==> src/rtl/pipe_ctrl_pkg.sv <==
// Shared types for the pipelined control tracker: the per-stage control record
// and the condition-gating helper applied between Execute and Memory.
package pipe_ctrl_pkg;

  typedef logic [3:0] reg_addr_t;

  typedef struct packed {
    logic      valid;
    logic      reg_write;
    logic      mem_to_reg;
    logic      pc_src;
    logic      branch;
    reg_addr_t ra1;
    reg_addr_t ra2;
    reg_addr_t wa3;
  } ctrl_rec_t;

  localparam ctrl_rec_t CTRL_BUBBLE = '0;

  // A failed condition keeps the slot valid but strips its architectural effects.
  function automatic ctrl_rec_t cond_gate(input ctrl_rec_t rec, input logic pass);
    ctrl_rec_t gated;
    gated            = rec;
    gated.reg_write  = rec.reg_write & pass;
    gated.mem_to_reg = rec.mem_to_reg & pass;
    gated.pc_src     = rec.pc_src & pass;
    return gated;
  endfunction

endpackage

==> src/rtl/pipe_ctrl_tracker_if.sv <==
// Decode-side inputs, hazard decisions and stage-tagged outputs of the tracker.
// Timing contract: inputs are sampled at each rising clk; registered outputs
// change only at that edge, BranchTakenE follows CondExE combinationally.
interface pipe_ctrl_tracker_if #(parameter int CNT_W = 16);
  import pipe_ctrl_pkg::*;

  logic            RegWriteD, MemtoRegD, PCSrcD, BranchD;
  reg_addr_t       ra1D, ra2D, wa3D;
  logic            CondExE, StallD, FlushE, ClrCnt;
  reg_addr_t       ra1E, ra2E, wa3E;
  logic            MemtoRegE, PCSrcE, BranchTakenE;
  reg_addr_t       wa3M;
  logic            RegWriteM, PCSrcM;
  reg_addr_t       wa3WB;
  logic            RegWriteWB, PCSrcWB;
  logic [CNT_W-1:0] StallCnt, FlushCnt;

  modport master (
    output RegWriteD, MemtoRegD, PCSrcD, BranchD, ra1D, ra2D, wa3D,
    output CondExE, StallD, FlushE, ClrCnt,
    input  ra1E, ra2E, wa3E, MemtoRegE, PCSrcE, BranchTakenE,
    input  wa3M, RegWriteM, PCSrcM, wa3WB, RegWriteWB, PCSrcWB,
    input  StallCnt, FlushCnt
  );

  modport slave (
    input  RegWriteD, MemtoRegD, PCSrcD, BranchD, ra1D, ra2D, wa3D,
    input  CondExE, StallD, FlushE, ClrCnt,
    output ra1E, ra2E, wa3E, MemtoRegE, PCSrcE, BranchTakenE,
    output wa3M, RegWriteM, PCSrcM, wa3WB, RegWriteWB, PCSrcWB,
    output StallCnt, FlushCnt
  );

endinterface

==> src/rtl/pipe_ctrl_stage.sv <==
// One pipeline stage register holding a control record; flush inserts a bubble.
module pipe_ctrl_stage
  import pipe_ctrl_pkg::*;
(
  input  logic      clk,
  input  logic      rst_n,
  input  logic      flush,
  input  ctrl_rec_t d,
  output ctrl_rec_t q
);

  always_ff @(posedge clk) begin
    if (!rst_n || flush) q <= CTRL_BUBBLE;
    else                 q <= d;
  end

endmodule

==> src/rtl/pipe_ctrl_tracker.sv <==
// Carries decoded control through Execute, Memory and Writeback for the hazard
// unit, applies flush and condition gating, and counts stall/flush events.
module pipe_ctrl_tracker
  import pipe_ctrl_pkg::*;
#(
  parameter int CNT_W = 16
) (
  input logic                clk,
  input logic                rst_n,
  pipe_ctrl_tracker_if.slave bus
);

  localparam logic [CNT_W-1:0] CNT_MAX = '1;

  ctrl_rec_t decRec, exRec, memIn, memRec, wbRec;
  logic [CNT_W-1:0] stallCnt, flushCnt;
  logic unusedWbBits;

  assign decRec = '{valid: 1'b1, reg_write: bus.RegWriteD, mem_to_reg: bus.MemtoRegD,
                    pc_src: bus.PCSrcD, branch: bus.BranchD,
                    ra1: bus.ra1D, ra2: bus.ra2D, wa3: bus.wa3D};

  pipe_ctrl_stage exStage  (.clk(clk), .rst_n(rst_n), .flush(bus.FlushE), .d(decRec), .q(exRec));
  assign memIn = cond_gate(exRec, bus.CondExE);
  pipe_ctrl_stage memStage (.clk(clk), .rst_n(rst_n), .flush(1'b0), .d(memIn), .q(memRec));
  pipe_ctrl_stage wbStage  (.clk(clk), .rst_n(rst_n), .flush(1'b0), .d(memRec), .q(wbRec));

  assign bus.ra1E         = exRec.ra1;
  assign bus.ra2E         = exRec.ra2;
  assign bus.wa3E         = exRec.wa3;
  assign bus.MemtoRegE    = exRec.mem_to_reg;
  assign bus.PCSrcE       = exRec.pc_src;
  assign bus.BranchTakenE = exRec.branch & bus.CondExE;
  assign bus.wa3M         = memRec.wa3;
  assign bus.RegWriteM    = memRec.reg_write;
  assign bus.PCSrcM       = memRec.pc_src;
  assign bus.wa3WB        = wbRec.wa3;
  assign bus.RegWriteWB   = wbRec.reg_write;
  assign bus.PCSrcWB      = wbRec.pc_src;

  // Writeback fields the hazard unit never looks at.
  assign unusedWbBits = ^{wbRec.valid, wbRec.mem_to_reg, wbRec.branch, wbRec.ra1, wbRec.ra2};

  // Load-use bubbles raise StallD together with FlushE; only branch flushes count.
  always_ff @(posedge clk) begin
    if (!rst_n || bus.ClrCnt)                   stallCnt <= '0;
    else if (bus.StallD && stallCnt != CNT_MAX) stallCnt <= stallCnt + CNT_W'(1);
  end

  always_ff @(posedge clk) begin
    if (!rst_n || bus.ClrCnt)                                 flushCnt <= '0;
    else if (bus.FlushE && !bus.StallD && flushCnt != CNT_MAX) flushCnt <= flushCnt + CNT_W'(1);
  end

  assign bus.StallCnt = stallCnt;
  assign bus.FlushCnt = flushCnt;

endmodule

==> src/flat_wrapper.sv <==
// flat-port wrapper written by rule: the top's interface ports become plain ports
module pipe_ctrl_tracker_flat import pipe_ctrl_pkg::*;
#(
  parameter int CNT_W = 16
)
  (clk, rst_n, bus_RegWriteD, bus_MemtoRegD, bus_PCSrcD, bus_BranchD, bus_ra1D, bus_ra2D, bus_wa3D, bus_CondExE, bus_StallD, bus_FlushE, bus_ClrCnt, bus_ra1E, bus_ra2E, bus_wa3E, bus_MemtoRegE, bus_PCSrcE, bus_BranchTakenE, bus_wa3M, bus_RegWriteM, bus_PCSrcM, bus_wa3WB, bus_RegWriteWB, bus_PCSrcWB, bus_StallCnt, bus_FlushCnt);
  pipe_ctrl_tracker_if #(.CNT_W(CNT_W)) bus_i ();
  input logic clk;
  input logic rst_n;
  input wire logic [$bits(bus_i.RegWriteD)-1:0] bus_RegWriteD;
  input wire logic [$bits(bus_i.MemtoRegD)-1:0] bus_MemtoRegD;
  input wire logic [$bits(bus_i.PCSrcD)-1:0] bus_PCSrcD;
  input wire logic [$bits(bus_i.BranchD)-1:0] bus_BranchD;
  input wire logic [$bits(bus_i.ra1D)-1:0] bus_ra1D;
  input wire logic [$bits(bus_i.ra2D)-1:0] bus_ra2D;
  input wire logic [$bits(bus_i.wa3D)-1:0] bus_wa3D;
  input wire logic [$bits(bus_i.CondExE)-1:0] bus_CondExE;
  input wire logic [$bits(bus_i.StallD)-1:0] bus_StallD;
  input wire logic [$bits(bus_i.FlushE)-1:0] bus_FlushE;
  input wire logic [$bits(bus_i.ClrCnt)-1:0] bus_ClrCnt;
  output wire logic [$bits(bus_i.ra1E)-1:0] bus_ra1E;
  output wire logic [$bits(bus_i.ra2E)-1:0] bus_ra2E;
  output wire logic [$bits(bus_i.wa3E)-1:0] bus_wa3E;
  output wire logic [$bits(bus_i.MemtoRegE)-1:0] bus_MemtoRegE;
  output wire logic [$bits(bus_i.PCSrcE)-1:0] bus_PCSrcE;
  output wire logic [$bits(bus_i.BranchTakenE)-1:0] bus_BranchTakenE;
  output wire logic [$bits(bus_i.wa3M)-1:0] bus_wa3M;
  output wire logic [$bits(bus_i.RegWriteM)-1:0] bus_RegWriteM;
  output wire logic [$bits(bus_i.PCSrcM)-1:0] bus_PCSrcM;
  output wire logic [$bits(bus_i.wa3WB)-1:0] bus_wa3WB;
  output wire logic [$bits(bus_i.RegWriteWB)-1:0] bus_RegWriteWB;
  output wire logic [$bits(bus_i.PCSrcWB)-1:0] bus_PCSrcWB;
  output wire logic [$bits(bus_i.StallCnt)-1:0] bus_StallCnt;
  output wire logic [$bits(bus_i.FlushCnt)-1:0] bus_FlushCnt;
  assign bus_i.RegWriteD = bus_RegWriteD;
  assign bus_i.MemtoRegD = bus_MemtoRegD;
  assign bus_i.PCSrcD = bus_PCSrcD;
  assign bus_i.BranchD = bus_BranchD;
  assign bus_i.ra1D = bus_ra1D;
  assign bus_i.ra2D = bus_ra2D;
  assign bus_i.wa3D = bus_wa3D;
  assign bus_i.CondExE = bus_CondExE;
  assign bus_i.StallD = bus_StallD;
  assign bus_i.FlushE = bus_FlushE;
  assign bus_i.ClrCnt = bus_ClrCnt;
  assign bus_ra1E = bus_i.ra1E;
  assign bus_ra2E = bus_i.ra2E;
  assign bus_wa3E = bus_i.wa3E;
  assign bus_MemtoRegE = bus_i.MemtoRegE;
  assign bus_PCSrcE = bus_i.PCSrcE;
  assign bus_BranchTakenE = bus_i.BranchTakenE;
  assign bus_wa3M = bus_i.wa3M;
  assign bus_RegWriteM = bus_i.RegWriteM;
  assign bus_PCSrcM = bus_i.PCSrcM;
  assign bus_wa3WB = bus_i.wa3WB;
  assign bus_RegWriteWB = bus_i.RegWriteWB;
  assign bus_PCSrcWB = bus_i.PCSrcWB;
  assign bus_StallCnt = bus_i.StallCnt;
  assign bus_FlushCnt = bus_i.FlushCnt;
  pipe_ctrl_tracker #(.CNT_W(CNT_W)) u_core (.clk(clk), .rst_n(rst_n), .bus(bus_i));
endmodule
==> config.mk <==
export PLATFORM = sky130hd
export DESIGN_NAME = pipe_ctrl_tracker_flat
export DESIGN_NICKNAME = d
export VERILOG_FILES = /design/src/rtl/pipe_ctrl_pkg.sv /design/src/rtl/pipe_ctrl_tracker_if.sv /design/src/rtl/pipe_ctrl_stage.sv /design/src/rtl/pipe_ctrl_tracker.sv /design/src/flat_wrapper.sv
export SDC_FILE = /design/constraint.sdc
export NUM_CORES = 1
export LEC_CHECK = 0
export ABC_CLOCK_PERIOD_IN_PS = 1570
export BUFFER_PORTS_ARGS = -buffer_cell sky130_fd_sc_hd__buf_2
export CAP_MARGIN = 20
export CORE_MARGIN = 1
export CORE_UTILIZATION = 47
export CTS_BUF_LIST = sky130_fd_sc_hd__clkbuf_4
export DETAILED_ROUTE_END_ITERATION = 6
export GPL_ROUTABILITY_DRIVEN = 0
export PLACE_DENSITY = 0.88
export RECOVER_POWER = 50
export SLEW_MARGIN = 20
export SYNTH_ARGS = -nofsm -noshare
export SYNTH_HDL_FRONTEND = slang
export SYNTH_SLANG_ARGS = --single-unit
export TNS_END_PERCENT = 20
==> constraint.sdc <==
create_clock -name clk -period 1.57 [get_ports clk]
set_input_delay 0.157 -clock clk [delete_from_list [all_inputs] [get_ports clk]]
set_output_delay 0.157 -clock clk [all_outputs]
set_load 0.05 [all_outputs]
==> impl_metrics.csv <==
group,metric,value,unit
sta,max_slew.worst_pin.slew,0.773,ns
final_layout,nNetsFinal,401,
sta,max_slew_margin,48.4,%
synthesis,syn_nets,294,
die,core,5170,um2
global_routing,grt_pass1_vias,2327,
sta,setup_slack,-0.0236,ns
place,portBuffers,80,
synthesis,synth_seq_cells,60,
die,start_util,49.1,%
synthesis,synth_edf_count,0,
synthesis,syn-cell-area,2540,um2
synthesis,synthMuxAreaShare,0.788,%
final_layout,fin_cells,452,
clock_tree,cts.clk_slew.worst_paths,0.10,ns
routing,route.detailed.drc,0,
clock_tree,htree_num_levels,3,
sta,rsz0062_at_grt,"true",
sta,hold_viol,0,
routing,initialDrtViolationCount,116,
final_layout,layout_commonest_cell,"buf_2",
place,dp_cells,413,
critical_path,worst_setup_path_end_kind,"register",
synthesis,synth-compound-area-share,13.8,%
clock_tree,numCtsBuffers,9,
power_and_ir_drop,power_density,809,nW/um2
critical_path,crit_required,1.87,ns
power_and_ir_drop,p_leak,1.37,nW
synthesis,yosys.area_share.simple,30.1,%
synthesis,postSynthAreaPerCell,9.41,um2
global_routing,grt.total_usage,24.1,%
min_path,min_path_type,"input port to register",
clock_tree,cts_buffer_depth,2,
synthesis,yosysSeqAreaShare,47.3,%
global_routing,grt_max_degree,17,
power_and_ir_drop,vdd_ir_drop_max,0.000498,V
final_layout,fillCellCount,430,
sta,fin_crit_sh,102,%
global_routing,antenna_found_initial,0,
sta,finalSetupViolCount,1,
place,dpl-instance-area,3080,um2
die,row_count,26,
clock_tree,cts_num_sinks,60,
routing,post_drt_via_cell_ratio,5.46,
outcome,violations,"setup timing",
synthesis,yosysWarnings,0,
clock_tree,cts_tree,"done",
global_routing,grt-ovfl-total,0,
final_layout,design_area,3450,um2
die,die_area,5700,um2
sta,clock-skew-final,0.00815,ns
routing,avgRoutedWirePerCell,14.8,um
sta,final_max_slew_viol_count,0,
critical_path,start_kind,"register",
critical_path,cp_max_fo,7,
synthesis,synthXorXnorAreaFrac,0.345,%
synthesis,synth_ff_type,"dfxtp_1",
final_layout,drive_gt1_share,37.2,%
final_layout,layout_common_cells,"buf_2, dfxtp_1, clkbuf_1, buf_4, a21oi_1",
die,top_level_ports,81,
final_layout,fin_util,66.8,%
outcome,status,"finished with violations",
final_layout,antennaDiodeCount,0,
job,timing.max_cap.violations,0,
final_layout,area_growth,35.9,%
place,dp_hpwl,4480,um
sta,max_freq,628,MHz
synthesis,synth_top_family_by_area,"simple AND/OR/NAND/NOR gates",
clock_tree,clock_latency,0.39,ns
clock_tree,cts_root_buf,"clkbuf_4",
synthesis,synthCells,270,
synthesis,synthDistinctLibCells,47,
routing,vias,2469,
sta,finalSetupTns,-0.0236,ns
die,die_h,75.5,um
sta,period_needed,1.59,ns
routing,ant_nets,0,
critical_path,path_class,"register to register",
die,dieWidth,75.5,um
sta,holdWs,0.0929,ns
critical_path,arrival,1.90,ns
routing,drt_wl_total,6710,um
routing,drtPass1Iterations,4,
synthesis,async_flop_share,0,%
synthesis,synth-adder-area-share,0.985,%
global_routing,grt_pass1_wl,10200,um
==> worst max-delay path, cell delays in order (launching register included) <==
cell and delay, ns:
dfxtp_2 0.38, and4_2 0.32, nand3_4 0.12, or4_1 0.49, a21oi_1 0.20
==> path summary, 6_finish.rpt <==
path / end / slack, ns / from / cells past startpoint
worst max-delay path: u_core.bus.StallCnt[15]$_SDFFE_PP0P_ / -0.02 / u_core.bus.StallCnt[3]$_SDFFE_PP0P_ / 4
worst min-delay path: u_core.bus.StallCnt[3]$_SDFFE_PP0P_ / 0.09 / bus_ClrCnt / 4
worst min register to register: u_core.wbStage.q[1]$_SDFF_PN0_ / 0.46 / u_core.memStage.q[1]$_SDFF_PN0_ / 1
worst max register to register: u_core.bus.StallCnt[15]$_SDFFE_PP0P_ / -0.02 / u_core.bus.StallCnt[3]$_SDFFE_PP0P_ / 4
==> flip-flops by register name, summed over array words and instances (netlist names) <==
register and flops:
u_core.memStage.q 6, u_core.bus.FlushCnt 16, u_core.exStage.q 16, u_core.wbStage.q 6, u_core.bus.StallCnt 16
==> kinds of logic (layout without fill, tap and decap cells) <==
kind of cell / after synthesis / count (layout)
compound gates: 56 / 56
xor+xnor: 1 / 1
fa+ha+maj: 2 / 2
buf+inv: 27 / 139
flops: 60 / 60
mux: 2 / 2
simple gates: 122 / 122
==> area by class of cell <==
cell class	instances	area, um2	area share [%]
Inverter	5	18.8	0.543
Clock buffer	10	75.1	2.17
Timing Repair Buffer	118	697	20.2
Sequential cell	60	1280	37.1
Multi-Input combinational cell	183	1240	35.9
Tap cell	70	87.6	2.54
Clock inverter	6	56.3	1.63
==> Yosys cell counts (2+ instances only) <==
cell type,instances,area share [%]
a21oi_1,20,3.9
a311oi_1,2,0.69
a31oi_1,5,1.2
a41oi_1,3,1.0
and2_1,29,7.1
and3_1,5,1.2
and4_1,3,1.0
and4_2,3,1.2
buf_2,2,0.39
buf_4,12,3.5
buf_6,3,1.3
clkbuf_1,5,0.74
dfxtp_1,60,47
ha_1,2,0.98
inv_1,5,0.74
mux2i_1,2,0.79
nand2_1,13,1.9
nand2b_1,3,0.74
nand3_1,10,2.0
nand4_1,9,2.2
nor2_1,8,1.2
nor2b_1,3,0.74
nor3_1,13,2.6
o21ai_0,11,2.2
o21ai_1,3,0.59
o31ai_1,4,1.2
or3_1,9,2.2
or4_1,4,1.2
==> stage by stage <==
stage                     total power, W  setup WS [ns]
after global placement           0.00176         0.0707
after CTS                        0.00283        0.00848
after detailed placement         0.00176        -0.0305
after floorplan                  0.00171        -0.0770
final                            0.00280        -0.0236
after global routing             0.00290        -0.0589
==> metal layers <==
layer / global-route usage [%] / share of wire (%) / vias up
met5: 0 / 0 / -
met4: 10.9 / 1.8 / 0
met3: 8.07 / 5.9 / 14
met2: 45.1 / 55 / 88
met1: 24.1 / 38 / 1168
li1: - / - / 1199
==> repair_timing <==
action,CTS,global route
setup endpoints to repair,3,20
gates resized for setup,3,11
hold endpoints to repair,16,1
pin swaps,1,6
buffers inserted,1,6
hold buffers,16,1
gates cloned,0,0
==> report_power, final <==
group	total, W	switching [W]	internal (W)
combinational	0.000225	0.000146	0.0000795
clock	0.00104	0.000547	0.000490
sequential	0.00153	0.0000122	0.00152
total	0.00280	0.000705	0.00209
Power figures use the tool's default switching activity.
